## src/rtl/scfifo_pack_reader_pkg.sv

```systemverilog
// Shared types for the FIFO pack reader: flush FSM encoding and count-width helper.
package scfifo_pack_pkg;

  typedef enum logic [1:0] {
    IDLE       = 2'd0,
    FLUSH_WAIT = 2'd1,
    FLUSH_EMIT = 2'd2
  } flush_state_e;

  function automatic int cnt_width(input int ratio);
    return $clog2(ratio + 1);
  endfunction

endpackage

```

## src/rtl/scfifo_pack_reader.sv

```systemverilog
// Reads DW-bit words from a 1-cycle-latency FIFO and packs RATIO of them per output beat.
// First beat RATIO+1 cycles after first read; m_ready low holds the beat and stalls reads once packed full.
module scfifo_pack_reader
  import scfifo_pack_pkg::*;
#(
  parameter int DW    = 8,
  parameter int RATIO = 4,
  parameter int CW    = cnt_width(RATIO)
) (
  input  logic                clk,
  input  logic                rst,
  input  logic                fifo_empty,
  output logic                fifo_read,
  input  logic [DW-1:0]       fifo_dout,
  input  logic                flush,
  output logic                flush_done,
  output logic                m_valid,
  input  logic                m_ready,
  output logic [DW*RATIO-1:0] m_data,
  output logic [CW-1:0]       m_cnt,
  output logic                m_last
);

  logic [DW*RATIO-1:0] pack, pack_merged, pack_partial;
  logic [CW-1:0]       wc, fill;
  logic                pend;
  flush_state_e        state;
  logic                flushing, out_free, full, xfer, emit;

  // fill counts the word landing this cycle, so a beat can leave with it merged in.
  assign fill      = wc + CW'(pend);
  assign full      = (fill == CW'(RATIO));
  assign out_free  = !m_valid || m_ready;
  assign xfer      = full && out_free;
  assign flushing  = (state != IDLE);
  assign emit      = (state == FLUSH_EMIT) && out_free;
  assign fifo_read = !rst && !fifo_empty && !flushing && ((fill < CW'(RATIO)) || xfer);

  always_comb begin
    pack_merged  = pack;
    pack_partial = '0;
    for (int i = 0; i < RATIO; i++) begin
      if (pend && (wc == CW'(i))) pack_merged[i*DW +: DW] = fifo_dout;
      if (CW'(i) < wc)            pack_partial[i*DW +: DW] = pack[i*DW +: DW];
    end
  end

  always_ff @(posedge clk) begin
    if (rst) begin
      pack       <= '0;
      wc         <= '0;
      pend       <= 1'b0;
      state      <= IDLE;
      m_valid    <= 1'b0;
      m_data     <= '0;
      m_cnt      <= '0;
      m_last     <= 1'b0;
      flush_done <= 1'b0;
    end else begin
      flush_done <= 1'b0;
      pack       <= pack_merged;
      pend       <= fifo_read;

      if (emit) begin
        m_valid <= 1'b1;
        m_data  <= pack_partial;
        m_cnt   <= wc;
        m_last  <= 1'b1;
      end else if (xfer) begin
        m_valid <= 1'b1;
        m_data  <= pack_merged;
        m_cnt   <= CW'(RATIO);
        m_last  <= flushing;
      end else if (m_ready) begin
        m_valid <= 1'b0;
      end

      if (emit || xfer) wc <= '0;
      else if (pend)    wc <= wc + CW'(1);

      // A full beat leaving mid-flush empties the packer, so it also closes the flush.
      case (state)
        IDLE: if (flush) state <= FLUSH_WAIT;
        FLUSH_WAIT: begin
          if (xfer || (!pend && wc == '0)) begin
            flush_done <= 1'b1;
            state      <= IDLE;
          end else if (!pend) begin
            state <= FLUSH_EMIT;
          end
        end
        FLUSH_EMIT: begin
          if (emit) begin
            flush_done <= 1'b1;
            state      <= IDLE;
          end
        end
        default: state <= IDLE;
      endcase
    end
  end

endmodule

```

## config.mk

```make
export PLATFORM = sky130hd
export DESIGN_NAME = scfifo_pack_reader
export DESIGN_NICKNAME = d
export VERILOG_FILES = /design/src/rtl/scfifo_pack_reader_pkg.sv /design/src/rtl/scfifo_pack_reader.sv
export SDC_FILE = /design/constraint.sdc
export NUM_CORES = 1
export LEC_CHECK = 0
export CORE_UTILIZATION = 30
export DETAILED_ROUTE_END_ITERATION = 8
export MAX_ROUTING_LAYER = met4
export SYNTH_ARGS = -nofsm -noshare
export SYNTH_HDL_FRONTEND = slang
export SYNTH_SLANG_ARGS = --single-unit
export TNS_END_PERCENT = 20
```

## constraint.sdc

```tcl
create_clock -name clk -period 2.2 [get_ports clk]
set_clock_uncertainty 0.1 [all_clocks]
set_input_delay 0.33 -clock clk [delete_from_list [all_inputs] [get_ports clk]]
set_output_delay 0.33 -clock clk [all_outputs]
set_load 0.03 [all_outputs]
```

==> metrics.cfg <==
[routing]
wl_mm = 8.93
detail_route.wl_per_cell_um = 16.1
antenna_left = 0
firstDrtPassIters = 4
drcViolationCount = 0
vias = 2831
viasPerCell = 5.12
drt_iter0_markers = 106

[logic_synthesis]
syn_avg_cell_area_um2 = 9.69
synth.top_cell.area_share = 0.465
ys_types = 40
syn_nets = 360
netlist_instances = 338
synthMuxAreaShare = 0.0306
synth-compound-area-share = 0.260
ys_ff_latch = 76
synth-xor-area-share = 0.00802
synth_ff_type = dfxtp_1
netlist_area_um2 = 3270
ys_warn_count = 0
yosys.area_share.adder = 0.0344
ys_seq_area_frac = 0.465
synth_top_family_by_area = compound AO/OA/AOI/OAI gates
synth_area_leaders = dfxtp_1, o31a_1, o221a_2
synthSimpleGateAreaFrac = 0.150
synth-async-reset-ratio = 0
synth_edf_count = 0
yosysTopAreaCell = dfxtp_1

[setup_path]
path_delay_family = adder cells
path_class = reg -> out
crit_chain = ha_4 -> ha_4 -> buf_4 -> nor2_1 -> a21oi_1 -> nor3_1 -> buf_4
critPathArrivalTime_ns = 1.72
rr_worst_depth = 5
worstSetupEndpointType = output port
max_stage_delay_ns = 0.34
cp-start-kind = register
r2r_slack_ns = 0.07
crit_cells = 7
crit_required_ns = 1.77
slowest_stage = dfxtp_2
crit_fanout = 2
cp_num_buf_inv = 2

[run]
maxCapViolCount = 0

[timing]
final.setup.tns_ns = 0
rsz0062_at_grt = yes
fin_crit_ns = 2.15
slew_headroom = 0.753
finalHoldViolations = 0
finalMaxSlewViolations = 0
setup_ws_ns = 0.0526
worst_hold_slack_ns = 0.356
max_clock_freq_mhz = 466
period_share = 0.976
setup_viol_count_final = 0
worstMarginPinSlew_ns = 0.371

[floorplanning]
rows = 37
io_pins = 52
core_um2 = 10500
initial_utilization = 0.313
die_area_um2 = 11300
die_h_um = 106
die_x_um = 106

[power_and_ir_drop]
power.leakage_nw = 1.52
power.density_nw_per_um2 = 881
peakVddDrop_uv = 340

[global_route]
grt_overflow_total = 0
grt_pass1_vias = 2796
grt_pass1_wl_mm = 14.5
grt_max_degree = 43
grt.total_usage = 0.171
antenna_found_initial = 0

[outcome]
outcome = complete, no violations

[final_layout]
drive_gt1_frac = 0.204
final_cell_area_um2 = 4370
final_cell_mix = dfxtp_1, clkdlybuf4s50_1, nand2_1
finalNetCount = 434
n_antenna_cell = 0
syn_to_final_growth_pct = 33.4
layout_commonest_cell = dfxtp_1

[clock_network]
cts_tree = built
clk_pin_slew_ns = 0.08
htree_levels = 3
cts_buffers = 9
clock-root-buffer = clkbuf_8
holdBufCountCts = 0
clk_latency_ns = 0.36
cts_sinks = 76
clockBufferDepth = 2

[placement]
routabilityCongestion = 0.836
dpl_cell_area_um2 = 4130
place_ws_ns = -0.278
dp_hpwl_mm = 6.38
portBuffers = 51

[worst_hold_path]
hold_path_depth = 2
hold_class = reg -> reg

==> cell usage after synthesis, types with 2 or more instances <==
cell type  number
dfxtp_1        76
nand2_1        46
a21oi_1        32
o31a_1         25
o221a_2        16
nor3_1         15
nand3_1        13
clkbuf_1       12
mux2i_1        10
nor2_1         10
a211oi_1        9
ha_1            9
a2bb2oi_1       8
o221a_1         8
inv_1           7
buf_2           4
buf_6           4
nand2b_1        4
a31oi_1         3
buf_4           3
xnor2_1         3
a21oi_2         2
and3_1          2
==> registers in the layout, indices dropped and copies added, names as in the netlist <==
register and count:
state 2, m_data 32, wc 3, m_valid 1
m_last 1, pend 1, m_cnt 3, pack 32
flush_done 1
==> final timing paths <==
check	to	startpoint
min	pack[1]$_SDFF_PP0_	pack[1]$_SDFF_PP0_
max reg2reg	m_data[23]$_SDFFE_PP0P_	wc[0]$_SDFFE_PP0P_
max	fifo_read	wc[0]$_SDFFE_PP0P_
min reg2reg	pack[1]$_SDFF_PP0_	pack[1]$_SDFF_PP0_
==> where the power goes <==
part	switching (mW)	internal [mW]	total [mW]
sequential	0.0907	1.52	1.61
clock	0.515	0.554	1.07
combinational	0.638	0.528	1.17
total	1.24	2.61	3.85
==> timing repair <==
| action | CTS | global route |
|---|---|---|
| endpoints found under the hold margin | 0 | 0 |
| gates resized for setup | 3 | 4 |
| pin swaps | 1 | 0 |
| setup buffers | 1 | 0 |
| endpoints found under the setup margin | 17 | 21 |
==> worst register-to-register path, stage by stage (launching register included) <==
cell and delay [ns]:
dfxtp_2 0.34, ha_4 0.16, ha_4 0.21, or4_4 0.53, or3_4 0.44, o221a_1 0.24
==> cell families after synthesis <==
| kind of cell | after synthesis |
|---|---|
| xor gates and xnor gates | 3 |
| AOI/OAI and AO/OA | 107 |
| and+or+nand+nor | 101 |
| adders and majority gates | 9 |
| DFF | 76 |
| muxes | 10 |
| buffers and inverters | 32 |
==> through the flow <==
step                power, mW  instances   util
finish                   3.85        553  0.417
floorplan                2.36        338      -
detailed placement       2.80        536  0.395
global placement         2.79        536  0.395
global route             4.04        553  0.417
CTS                      3.87        553  0.415
==> per-layer routing <==
metal	global-route usage	up-vias	share of wire
met2	0.264	55	0.47
met1	0.222	1369	0.48
li1	-	1397	-
met3	0.0337	10	0.039
met5	-	-	0
met4	0.0646	0	0.015
==> area by class of cell <==
type | instances | area (um2)
Fill cell | 1048 | 6100
Tap cell | 136 | 170
Clock inverter | 4 | 48.8
Timing Repair Buffer | 88 | 811
Inverter | 7 | 26.3
Multi-Input combinational cell | 230 | 1640
Clock buffer | 12 | 145
Sequential cell | 76 | 1520
Note: power is estimated with default switching activity, not from simulation.
